## src/rtl/slc3_io_pkg.sv

```systemverilog
// Shared constants and segment lookup for the memory/I-O bridge.
// Segment encoding is {g,f,e,d,c,b,a}, active-low.
package slc3_io_pkg;

  localparam logic [15:0] IO_ADDR_DEFAULT = 16'hFFFF;
  localparam logic [6:0]  SEG_OFF         = 7'h7F;

  function automatic logic [6:0] hex_to_seg(input logic [3:0] nib);
    logic [6:0] s;
    case (nib)
      4'h0: s = 7'h40;
      4'h1: s = 7'h79;
      4'h2: s = 7'h24;
      4'h3: s = 7'h30;
      4'h4: s = 7'h19;
      4'h5: s = 7'h12;
      4'h6: s = 7'h02;
      4'h7: s = 7'h78;
      4'h8: s = 7'h00;
      4'h9: s = 7'h10;
      4'hA: s = 7'h08;
      4'hB: s = 7'h03;
      4'hC: s = 7'h46;
      4'hD: s = 7'h21;
      4'hE: s = 7'h06;
      default: s = 7'h0E;
    endcase
    return s;
  endfunction

endpackage

```

## src/rtl/mem_io_bridge_hex7seg.sv

```systemverilog
// Combinational hex nibble to 7-segment decoder.
// Output is active-low {g,f,e,d,c,b,a}.
module hex7seg
  import slc3_io_pkg::*;
(
  input  logic [3:0] i_nib,
  output logic [6:0] o_seg
);

  assign o_seg = hex_to_seg(i_nib);

endmodule

```

## src/rtl/mem_io_bridge.sv

```systemverilog
// SRAM strobe gating, memory-mapped switch/hex I/O port,
// and a multiplexed 4-digit 7-segment scanner.
module mem_io_bridge
  import slc3_io_pkg::*;
#(
  parameter logic [15:0] IO_ADDR   = IO_ADDR_DEFAULT,
  parameter int          SCAN_BITS = 16
) (
  input  logic        Clk,
  input  logic        Reset,
  input  logic [15:0] ADDR,
  input  logic        Mem_CE,
  input  logic        Mem_OE,
  input  logic        Mem_WE,
  input  logic [15:0] Data_from_CPU,
  input  logic [15:0] Data_from_SRAM,
  input  logic [15:0] Switches,
  output logic [15:0] Data_to_CPU,
  output logic [15:0] Data_to_SRAM,
  output logic        SRAM_CE_N,
  output logic        SRAM_OE_N,
  output logic        SRAM_WE_N,
  output logic [15:0] HEX_reg,
  output logic [6:0]  HEX_SEG,
  output logic [3:0]  HEX_AN
);

  logic                 w_io_sel;
  logic                 w_wr;
  logic                 w_rd;
  logic                 w_wr_io;
  logic [15:0]          r_sw_meta;
  logic [15:0]          r_sw_sync;
  logic                 r_wr_q;
  logic [15:0]          r_hex_reg;
  logic [SCAN_BITS-1:0] r_cnt;
  logic [1:0]           w_d;
  logic [3:0]           w_bitpos;
  logic [3:0]           w_nib;
  logic [6:0]           w_seg;
  logic [3:0]           r_an;
  logic [6:0]           r_seg;

  assign w_io_sel = (ADDR == IO_ADDR);
  assign w_wr     = ~Mem_CE & ~Mem_WE;
  assign w_rd     = ~Mem_CE & ~Mem_OE & Mem_WE;
  assign w_wr_io  = w_wr & w_io_sel;

  assign SRAM_CE_N    = Mem_CE;
  assign SRAM_OE_N    = Mem_OE | w_io_sel | w_wr;
  assign SRAM_WE_N    = Mem_WE | w_io_sel;
  assign Data_to_SRAM = w_wr ? Data_from_CPU : 16'h0000;

  always_comb begin
    Data_to_CPU = 16'h0000;
    unique case (1'b1)
      (w_rd & w_io_sel):  Data_to_CPU = r_sw_sync;
      (w_rd & ~w_io_sel): Data_to_CPU = Data_from_SRAM;
      default: ;
    endcase
  end

  always_ff @(posedge Clk or posedge Reset) begin
    if (Reset) begin
      r_sw_meta <= '0;
      r_sw_sync <= '0;
    end else begin
      r_sw_meta <= Switches;
      r_sw_sync <= r_sw_meta;
    end
  end

  // Load only on the first cycle of a write burst.
  always_ff @(posedge Clk or posedge Reset) begin
    if (Reset) begin
      r_wr_q    <= 1'b0;
      r_hex_reg <= '0;
    end else begin
      r_wr_q <= w_wr_io;
      if (w_wr_io & ~r_wr_q)
        r_hex_reg <= Data_from_CPU;
    end
  end

  assign HEX_reg = r_hex_reg;

  assign w_d      = r_cnt[SCAN_BITS-1:SCAN_BITS-2];
  assign w_bitpos = {w_d, 2'b00};
  assign w_nib    = r_hex_reg[w_bitpos +: 4];

  hex7seg u_hex7seg (
    .i_nib (w_nib),
    .o_seg (w_seg)
  );

  always_ff @(posedge Clk or posedge Reset) begin
    if (Reset) begin
      r_cnt <= '0;
      r_an  <= 4'hF;
      r_seg <= SEG_OFF;
    end else begin
      r_cnt <= r_cnt + 1'b1;
      r_an  <= ~(4'b0001 << w_d);
      r_seg <= w_seg;
    end
  end

  assign HEX_AN  = r_an;
  assign HEX_SEG = r_seg;

endmodule
```

## config.mk

```make
export PLATFORM = sky130hd
export DESIGN_NAME = mem_io_bridge
export DESIGN_NICKNAME = d
export VERILOG_FILES = /design/src/rtl/slc3_io_pkg.sv /design/src/rtl/mem_io_bridge_hex7seg.sv /design/src/rtl/mem_io_bridge.sv
export SDC_FILE = /design/constraint.sdc
export NUM_CORES = 1
export LEC_CHECK = 0
export ABC_AREA = 1
export CELL_PAD_IN_SITES_DETAIL_PLACEMENT = 2
export CELL_PAD_IN_SITES_GLOBAL_PLACEMENT = 2
export CORE_ASPECT_RATIO = 1.1
export CORE_MARGIN = 1
export CORE_UTILIZATION = 27
export DETAILED_ROUTE_END_ITERATION = 10
export PLACE_DENSITY = 0.83
export RECOVER_POWER = 25
export SYNTH_ARGS = -nofsm -noshare
export SYNTH_HDL_FRONTEND = slang
export SYNTH_SLANG_ARGS = --single-unit
```

## constraint.sdc

```tcl
create_clock -name Clk -period 4.7 [get_ports Clk]
set_input_delay 0.705 -clock Clk [delete_from_list [all_inputs] [get_ports Clk]]
set_output_delay 0.705 -clock Clk [all_outputs]
set_load 0.1 [all_outputs]
```

==> results of run 1 <==
## cells by family after synthesis
kind of cell	after synthesis	share of synthesized area (%)
AO/OA/AOI/OAI	2	0.393
XOR/XNOR	13	3.25
adder cells (fa/ha/maj)	7	2.50
flip-flops	76	54.7
AND/OR/NAND/NOR	254	32.6
buffers and inverters	51	6.64
## layout make-up
type	instances	area (um^2)	share of cell area, %
clock buffer	9	225	4.40
clock inverter	7	61.3	1.20
inverter	37	139	2.71
multi-input combinational	276	1350	26.4
sequential	76	1920	37.4
tap	157	196	3.83
timing repair buffer	132	1230	24.0
## worst max path at each step
stage / start / endpoint / slack, ps / cells after the start
finish: ADDR[1] / Data_to_CPU[2] / 1370 / 9
global route: ADDR[12] / Data_to_CPU[2] / 1170 / 9
CTS: ADDR[12] / Data_to_CPU[2] / 1330 / 9
detailed placement: ADDR[12] / Data_to_CPU[1] / 1350 / 9
global placement: ADDR[5] / Data_to_CPU[4] / 1480 / 9
floorplan: Mem_WE / Data_to_SRAM[10] / 1440 / 4
## cells in the final DEF (no fill, tap or decap), types with 10 or more instances in the layout
cell type        synthesis  final
buf_4                    3     36
clkdlybuf4s50_1          0     79
dfrtp_1                 65     65
dfstp_2                 11     11
dlygate4sd3_1            0     17
inv_1                   33     35
nand2_1                145    145
nand3_1                 44     44
nand4_1                 18     18
nor2_1                  25     26
xor2_1                  10     10
## Yosys cell counts
| master | instances | share of area [%] |
|---|---|---|
| nand2_1 | 145 | 16 |
| dfrtp_1 | 65 | 46 |
| nand3_1 | 44 | 6.3 |
| inv_1 | 33 | 3.5 |
| nor2_1 | 25 | 2.7 |
| nand4_1 | 18 | 3.2 |
| dfstp_2 | 11 | 8.2 |
| xor2_1 | 10 | 2.5 |
| ha_1 | 7 | 2.5 |
| buf_2 | 6 | 0.86 |
| nor2_2 | 6 | 1.1 |
| nor3_1 | 5 | 0.71 |
| nand2_2 | 4 | 0.71 |
| buf_4 | 3 | 0.64 |
| buf_6 | 3 | 0.96 |
| inv_2 | 3 | 0.32 |
| xnor2_1 | 3 | 0.75 |
| clkbuf_1 | 2 | 0.21 |
| a21oi_2 | 1 | 0.25 |
| clkinv_1 | 1 | 0.11 |
| nand3_2 | 1 | 0.29 |
| nand3_4 | 1 | 0.50 |
| nand3b_1 | 1 | 0.21 |
| nor2_4 | 1 | 0.32 |
| nor2_8 | 1 | 0.57 |
| nor3_2 | 1 | 0.29 |
| o21ai_1 | 1 | 0.14 |
| or2_2 | 1 | 0.18 |
## metal layers
layer / track usage [%] / vias up / wire length [um]
met5: 0 / - / 0
met4: 6.67 / 0 / 234
met3: 3.75 / 16 / 464
met2: 34.7 / 83 / 6310
met1: 19.9 / 1579 / 4430
li1: - / 1528 / -
## where the power goes
group	switching, mW	internal [mW]	leakage, nW
Combinational	0.123	0.0661	1.47
Sequential	0.00422	0.669	0.934
Clock	0.288	0.365	0.134
## stage by stage
stage / setup WS [ps] / utilization (%) / hold slack, ps / std cells / instance area (um^2)
floorplan: 1440 / - / 331 / 403 / 3500
global placement: 1480 / 38.3 / 332 / 678 / 4840
detailed placement: 1350 / 38.3 / 337 / 678 / 4840
CTS: 1330 / 40.5 / 351 / 694 / 5120
global route: 1170 / 40.5 / 354 / 694 / 5120
finish: 1370 / 40.5 / 349 / 694 / 5120
==> metrics.md, run 1 <==
| Metric | Value |
|---|---|
| Power Total | `1.52 mW` |
| Initial DRC count | `106` |
| Global route overflow | `0` |
| Top Family by Delay on Critical Path | `simple AND/OR/NAND/NOR gates` |
| Initial core utilization | `27.7%` |
| Crit path max fanout | `35` |
| Crit-path slowest cell | `clkdlybuf4s50_1` |
| Largest net degree at the start of global routing | `41` |
| Hold path startpoint | `r_sw_meta[1]` |
| Worst Setup End Kind | `primary output` |
| # Max-Cap Violations | `0` |
| Worst-Skew Late Latency | `340 ps` |
| Root Driver | `clkbuf_16` |
| Critical Path AT | `2630 ps` |
| Post-Syn Instances | `403` |
| WL final | `11400 um` |
| Final min period | `3330 ps` |
| Avg Inst Size Synth | `8.70 um^2` |
| Avg Vias per Cell | `4.62` |
| Startpoint types | `input port` |
| Drt wl/cell | `16.5 um` |
| Hold Path End | `r_sw_sync[1]` |
| R2r setup slk | `2470 ps` |
| Post-DP HPWL | `8850 um` |
| Die area | `0.0134 mm^2` |
| Antenna viol nets, final | `0` |
| Cell Pwr Density | `296 mW/mm^2` |
| Tcrit/Tclk final | `70.9%` |
| Remaining DRCs | `0` |
| Row Count | `43` |
| Seq/Total Area, Yosys | `54.7%` |
| Clock Pin Slew Worst Setup and Hold Paths | `60 ps` |
| CTS tree | `yes` |
| Number of buffers created by CTS | `9` |
| Clock Sink Count | `76` |
| FF-to-FF End | `HEX_SEG[3]` |
| Status | `finished, final reports clean` |
| Global Route Usage Sum | `18.3%` |
| Vias in the first global route | `3621` |
| Chip width | `111 um` |
| Critical R2R Launch | `r_cnt[14]` |
| TritonRoute pass-1 iters | `4` |
| Setup-failing EPs final | `0` |
| Synthesized area | `0.00350 mm^2` |
| Yosys warnings | `0` |
| Worst path max stage delay | `460 ps` |
| I/O Buffers | `130` |
| RSZ-0062 raised after global routing | `no` |
| Core box area | `0.0126 mm^2` |
| Leak | `2.53 nW` |
| Mapped Nets | `479` |
| Tightest Pin Transition | `1400 ps` |
| H-tree Lvls | `3` |
| Clk_skew | `3.77 ps` |
| Fill count | `1388` |
| Resized Gates After CTS | `0` |
| FMAX | `0.300 GHz` |
| Clk buf depth | `2` |
| First-pass GRT wire length | `19100 um` |
| Worst hold path class | `flip-flop to flip-flop` |
| Max Slew Vio Count | `0` |
| Antenna violations before repair | `0` |
| Slew HR | `6.49%` |
| Reg2Reg Depth | `8` |
| ANT cells | `0` |
| Placer Congestion | `0.765` |
| #FFs+latches synth | `76` |
| Proportion of layout cells with a drive suffix above 1 | `14.9%` |
| CP Class | `input port to primary output` |
| Worst path required time | `3990 ps` |
| Cts hold-fix bufs | `0` |
| Most used cell along the critical path | `nand2_1` |
| Setup tns final | `0 ps` |
| Synth cell types | `28` |
| Layout area overhead | `46.2%` |
| Peak supply drop | `144 uV` |
| Die span in y | `121 um` |
| Post-CTS setup buffer count | `0` |
| Final hold viol count | `0` |
| Cell Chain, Critical Path | `clkdlybuf4s50_1 > nand2_1 > nor2_1 > nand2_2 > nor2_8 > nor2_2 > nand2_1 > nand2_1 > buf_4` |
| Hold depth | `0` |
| # IOs | `131` |
| Vias | `3206` |
| Final nets | `608` |
| Buf+Inv Stages, Crit Path | `2` |
Note: power is estimated with default switching activity, not from simulation.
==> run 2, diff against run 1 <==
- CORE_UTILIZATION: 27 -> 23
- PLACE_DENSITY: 0.83 -> 0.75
- clock period: 4.7 -> 2.8 ns (I/O delays scaled with it)
==> run 2 against run 1 <==
Net effect: via count increased by 0.81%; setup slack got worse by 1200 ps; register-to-register slack got worse by 1700 ps; worst hold slack got worse by 2.9 ps; wire length increased by 6.7%; largest power group is now the clock network.
==> metrics.md, run 2 (synthesis gave the netlist of run 1 again) <==
| Metric | Value |
|---|---|
| Clock Sink Count | `76 (unchanged)` |
| CTS tree | `yes (unchanged)` |
| FMAX | `0.385 GHz` |
| Number of buffers created by CTS | `9 (unchanged)` |
| Crit path max fanout | `19 (was 35)` |
| Clk buf depth | `2 (unchanged)` |
| Utilization after layout | `37.9% (was 40.5%)` |
| Worst path max stage delay | `510 ps (was 460 ps)` |
| Resized Gates After CTS | `0 (unchanged)` |
| # IOs | `131 (unchanged)` |
| Buf+Inv Stages, Crit Path | `2 (unchanged)` |
| Cts hold-fix bufs | `0 (unchanged)` |
| Tcrit/Tclk final | `92.7%` |
| Worst Setup End Kind | `primary output (unchanged)` |
| I/O Buffers | `130 (unchanged)` |
| Footprint of the multi-input gates | `0.00135 mm^2 (unchanged)` |
| Post-DP HPWL | `9540 um (was 8850 um)` |
| Final nets | `611 (was 608)` |
| Worst path required time | `2380 ps (was 3990 ps)` |
| Largest net degree at the start of global routing | `35 (was 41)` |
| Top Family by Delay on Critical Path | `simple AND/OR/NAND/NOR gates (unchanged)` |
| Post-CTS setup buffer count | `0 (unchanged)` |
| Slew HR | `13.4% (was 6.49%)` |
| Row Count | `46 (was 43)` |
| Cell Chain, Critical Path | `clkdlybuf4s50_1 > nand2_1 > nor2_2 > nand2_2 > nor2_8 > nor2_2 > nand2_1 > nand2_1 > buf_12 (was clkdlybuf4s50_1 > nand2_1 > nor2_1 > nand2_2 > nor2_8 > nor2_2 > nand2_1 > nand2_1 > buf_4)` |
| Critical Path AT | `2170 ps (was 2630 ps)` |
| Peak supply drop | `239 uV (was 144 uV)` |
| CP Class | `input port to primary output (unchanged)` |
| Global route overflow | `0 (unchanged)` |
| Chip width | `120 um (was 111 um)` |
| Startpoint types | `input port (unchanged)` |
| Sequential Area | `0.00192 mm^2 (unchanged)` |
| Power Total | `2.67 mW (was 1.52 mW)` |
| Avg Vias per Cell | `4.42 (was 4.62)` |
| # Max-Cap Violations | `0 (unchanged)` |
| First-pass GRT wire length | `20300 um (was 19100 um)` |
| Vias | `3232 (was 3206)` |
| Max Slew Vio Count | `0 (unchanged)` |
| RSZ-0062 raised after global routing | `no (unchanged)` |
| Layout area overhead | `58.8% (was 46.2%)` |
| Proportion of layout cells with a drive suffix above 1 | `20.7% (was 14.9%)` |
| Tightest Pin Transition | `1300 ps (was 1400 ps)` |
| Placer Congestion | `0.789 (was 0.765)` |
| Final hold viol count | `0 (unchanged)` |
| Crit-path slowest cell | `nor2_2 (was clkdlybuf4s50_1)` |
| Initial core utilization | `23.9% (was 27.7%)` |
| Post-route design area | `0.00557 mm^2 (was 0.00512 mm^2)` |
| Worst hold margin | `346 ps (was 349 ps)` |
| Global Route Usage Sum | `16.8% (was 18.3%)` |
| Antenna viol nets, final | `0 (unchanged)` |
| Initial DRC count | `70 (was 106)` |
| Most used cell along the critical path | `nand2_1 (unchanged)` |
| Most frequent cells in the layout | `nand2_1 (145), dfrtp_1 (65), clkdlybuf4s50_1 (51) (was nand2_1 (145), clkdlybuf4s50_1 (79), dfrtp_1 (65))` |
| Core box area | `0.0147 mm^2 (was 0.0126 mm^2)` |
| TritonRoute pass-1 iters | `4 (unchanged)` |
| Leak | `2.72 nW (was 2.53 nW)` |
| Die area | `0.0157 mm^2 (was 0.0134 mm^2)` |
| Cell Pwr Density | `479 mW/mm^2 (was 296 mW/mm^2)` |
| Vias in the first global route | `3775 (was 3621)` |
| Clk_skew | `6.19 ps (was 3.77 ps)` |
| Area after DPL | `0.00527 mm^2 (was 0.00484 mm^2)` |
| WL final | `12200 um (was 11400 um)` |
| Antenna violations before repair | `0 (unchanged)` |
| ANT cells | `0 (unchanged)` |
| Worst-Skew Late Latency | `340 ps (about the same)` |
| Remaining DRCs | `0 (unchanged)` |
| Final min period | `2590 ps` |
| Worst hold path class | `flip-flop to flip-flop (unchanged)` |
| Die span in y | `131 um (was 121 um)` |
| Clock Pin Slew Worst Setup and Hold Paths | `60 ps (about the same)` |
| H-tree Lvls | `3 (unchanged)` |
| Setup tns final | `0 ps (unchanged)` |
| Setup-failing EPs final | `0 (unchanged)` |
| Status | `finished, final reports clean (unchanged)` |
| Commonest non-fill, non-tap cell in the layout | `nand2_1 (unchanged)` |
| Drt wl/cell | `16.7 um (was 16.5 um)` |
| Fill count | `1609 (was 1388)` |
| Root Driver | `clkbuf_16 (unchanged)` |
[run 2: final cells by class]
type	count	share of cell area (%)
sequential	76	34.4
timing repair buffer	135	29.1
multi-input combinational	276	24.3
clock buffer	11	4.36
tap	192	4.32
inverter	37	2.50
clock inverter	5	0.944
[run 2: final timing paths]
check,startpoint,endpoint,slack (ps),depth (start not counted)
worst max register to register,r_cnt[15],HEX_SEG[3],740,10
worst min register to register,r_sw_meta[3],r_sw_sync[3],350,0
max in group asynchronous,Reset,HEX_reg[1],990,3
worst max-delay path,ADDR[11],Data_to_CPU[0],210,9
min in group asynchronous,Reset,r_sw_sync[6],900,2
worst min-delay path,r_sw_meta[3],r_sw_sync[3],350,0
[run 2: worst reg2reg max path: cells and delay by family (launching register included)]
family	cells	cell delay (ps)
fa+ha+maj	1	240
buf+inv	2	370
simple gates	7	710
flops	1	670
[run 2: metrics by stage]
stage | std cells | setup WS, ps
after floorplan | 403 | 111
after global placement | 716 | 355
after detailed placement | 716 | 182
after CTS | 732 | 163
after global routing | 732 | 54.2
final | 732 | 205
[run 2: layer usage]
layer,GRT usage [%],up-vias,wire length [um]
met2,30.5,77,6690
met3,3.95,19,496
li1,-,1532,-
met1,18.8,1604,4730
met4,6.39,0,282
met5,0,-,0
[run 2: where the power goes]
group,internal [mW],switching [mW]
combinational,0.155,0.219
clock,0.710,0.453
sequential,1.12,0.00718
==> run 3, diff against run 2 <==
- CELL_PAD_IN_SITES_DETAIL_PLACEMENT: 2 -> 0
- CELL_PAD_IN_SITES_GLOBAL_PLACEMENT: 2 -> 1
- CORE_UTILIZATION: 23 -> 34
- PLACE_DENSITY: 0.75 -> 0.82
- clock period: 2.8 -> 3 ns (I/O delays scaled with it)
==> run 3 against run 2 <==
Net effect: final cell count is 9.8% lower; clock power is 30% lower; final area is 3.3% lower; register-to-register slack better by 260 ps; largest cell class unchanged; largest power group is now sequential cells.
==> metrics.md, run 3 (synthesis gave the netlist of run 1 again) <==
| Metric | Value |
|---|---|
| Chip width | `98.8 um (was 120 um)` |
| Worst-Skew Late Latency | `350 ps (was 340 ps)` |
| Leak | `2.67 nW (was 2.72 nW)` |
| Startpoint types | `input port (unchanged)` |
| Post-DP HPWL | `6610 um (was 9540 um)` |
| Global route overflow | `0 (unchanged)` |
| Largest net degree at the start of global routing | `30 (was 35)` |
| Core box area | `0.00994 mm^2 (was 0.0147 mm^2)` |
| CP Class | `input port to primary output (unchanged)` |
| Drt wl/cell | `12.6 um (was 16.7 um)` |
| Critical Path AT | `2100 ps (was 2170 ps)` |
| CTS tree | `yes (unchanged)` |
| Peak supply drop | `212 uV (was 239 uV)` |
| Tcrit/Tclk final | `85.2%` |
| Setup tns final | `0 ps (unchanged)` |
| FF-to-FF End | `HEX_SEG[3] (unchanged)` |
| Tightest Pin Transition | `739 ps (was 1300 ps)` |
| Remaining DRCs | `0 (unchanged)` |
| Final min period | `2550 ps` |
| Cts hold-fix bufs | `0 (unchanged)` |
| Setup-failing EPs final | `0 (unchanged)` |
| Worst setup endpoint | `Data_to_CPU[0] (unchanged)` |
| Final hold viol count | `0 (unchanged)` |
| Max Slew Vio Count | `0 (unchanged)` |
| FMAX | `0.391 GHz` |
| Worst path required time | `2550 ps (was 2380 ps)` |
| Met2 wire length | `4140 um (was 6690 um)` |
| Post-CTS setup buffer count | `0 (unchanged)` |
| Worst hold path class | `flip-flop to flip-flop (unchanged)` |
| Final nets | `611 (unchanged)` |
| Row Count | `38 (was 46)` |
| Placer Congestion | `0.821 (was 0.789)` |
| Uppermost layer routed | `met4 (unchanged)` |
| Wire length on met3 | `530 um (was 496 um)` |
| Crit-path slowest cell | `clkdlybuf4s50_1 (was nor2_2)` |
| Proportion of layout cells with a drive suffix above 1 | `21.1% (was 20.7%)` |
| Avg Vias per Cell | `4.47 (was 4.42)` |
| Antenna violations before repair | `0 (unchanged)` |
| Reg2Reg Depth | `10 (unchanged)` |
| Clk_skew | `6.36 ps (was 6.19 ps)` |
| Pre-CTS setup slack | `409 ps (was 182 ps)` |
| Worst Setup End Kind | `primary output (unchanged)` |
| Critical R2R Launch | `r_cnt[14] (was r_cnt[15])` |
| Number of buffers created by CTS | `9 (unchanged)` |
| Top Family by Delay on Critical Path | `buffers and inverters (was simple AND/OR/NAND/NOR gates)` |
| Hold depth | `0 (unchanged)` |
| Vias | `2952 (was 3232)` |
| Initial DRC count | `112 (was 70)` |
| Commonest non-fill, non-tap cell in the layout | `nand2_1 (unchanged)` |
| TritonRoute pass-1 iters | `4 (unchanged)` |
| Most used cell along the critical path | `nand2_1 (unchanged)` |
| Die span in y | `108 um (was 131 um)` |
| Cell Chain, Critical Path | `clkdlybuf4s50_1 > nand2_1 > nor2_1 > nand2_2 > nor2_8 > nor2_2 > buf_4 > nand2_1 > nand2_1 > buf_12 (was clkdlybuf4s50_1 > nand2_1 > nor2_2 > nand2_2 > nor2_8 > nor2_2 > nand2_1 > nand2_1 > buf_12)` |
| Worst hold margin | `351 ps (was 346 ps)` |
| RSZ-0062 raised after global routing | `no (unchanged)` |
| Resized Gates After CTS | `0 (unchanged)` |
| Initial core utilization | `35.3% (was 23.9%)` |
| Worst setup startpoint | `ADDR[0] (was ADDR[11])` |
| Worst path max stage delay | `450 ps (was 510 ps)` |
| R2r setup slk | `1000 ps (was 740 ps)` |
| ANT cells | `0 (unchanged)` |
| Status | `finished, final reports clean (unchanged)` |
| Most frequent cells in the layout | `nand2_1 (145), dfrtp_1 (65), clkdlybuf4s50_1 (51) (unchanged)` |
| First-pass GRT wire length | `13900 um (was 20300 um)` |
| I/O Buffers | `130 (unchanged)` |
| Global Route Usage Sum | `16.9% (was 16.8%)` |
| Cell depth of the worst setup path | `10 (was 9)` |
| Utilization after layout | `54.1% (was 37.9%)` |
| # IOs | `131 (unchanged)` |
| # Max-Cap Violations | `0 (unchanged)` |
| Buf+Inv Stages, Crit Path | `3 (was 2)` |
| Clk buf depth | `2 (unchanged)` |
| Clock Sink Count | `76 (unchanged)` |
| Final WS setup | `445 ps (was 205 ps)` |
| Routed metal-1 wirelength | `3520 um (was 4730 um)` |
| WL final | `8310 um (was 12200 um)` |
| Root Driver | `clkbuf_8 (was clkbuf_16)` |
| H-tree Lvls | `3 (unchanged)` |
| Vias in the first global route | `2916 (was 3775)` |
| Crit path max fanout | `25 (was 19)` |
| Die area | `0.0107 mm^2 (was 0.0157 mm^2)` |
| Antenna viol nets, final | `0 (unchanged)` |
| Cell Pwr Density | `408 mW/mm^2 (was 479 mW/mm^2)` |
| Layout area overhead | `53.5% (was 58.8%)` |
| Clock Pin Slew Worst Setup and Hold Paths | `70 ps (was 60 ps)` |
| Slew HR | `50.7% (was 13.4%)` |
## run 3: changes by cell type in the layout (fill, tap and decap cells not counted)
| cell | change |
|---|---|
| nor2_2 | +1 |
| clkbuf_1 | -1 |
| clkbuf_16 | -9 |
| inv_6 | +1 |
| nor2_1 | -1 |
| clkinv_2 | -2 |
| buf_12 | -1 |
| buf_4 | +1 |
| clkbuf_8 | +10 |
| clkinvlp_4 | +1 |
## run 3: final cells by class
type	instances	area [um^2]
fill	906	4560
sequential	76	1920
timing repair buffer	135	1610
multi-input combinational	276	1360
clock buffer	11	151
tap	120	150
inverter	37	139
clock inverter	5	58.8
## run 3: worst register-to-register path: stages (launching register included)
cell and delay (ps):
dfrtp_1 680, inv_2 220, nand3_1 110, nand2_1 80
nor2_2 240, inv_1 130, ha_1 240, nand2_2 90
nand2_1 60, nand2_1 50, nand2_1 60
## run 3: how the worst min path moves through the flow
stage	startpoint	to	slack [ps]
after floorplan	r_sw_meta[0]	r_sw_sync[0]	330
after global routing	r_sw_meta[4]	r_sw_sync[4]	360
after detailed placement	r_sw_meta[0]	r_sw_sync[0]	330
after global placement	r_sw_meta[2]	r_sw_sync[2]	330
after CTS	r_sw_meta[0]	r_sw_sync[0]	350
final	r_sw_meta[4]	r_sw_sync[4]	350
## run 3: metrics by stage
stage,power (mW),instance area [um^2],cells
3_3_place_gp,1.42,5170,644
3_5_place_dp,1.42,5170,644
2_1_floorplan,1.24,3500,403
4_1_cts,2.23,5380,660
6_report,2.20,5380,660
5_1_grt,2.28,5380,660
## run 3: where the power goes
group	internal, mW	switching (mW)	leakage (nW)
logic	0.144	0.196	1.64
clock network	0.431	0.376	0.102
registers	1.05	0.00541	0.934
## run 3: layer usage
layer | vias to the layer above | track usage (%)
met5 | - | 0
met4 | 0 | 6.08
met3 | 7 | 5.04
met2 | 87 | 29.6
met1 | 1331 | 19.7
li1 | 1527 | -
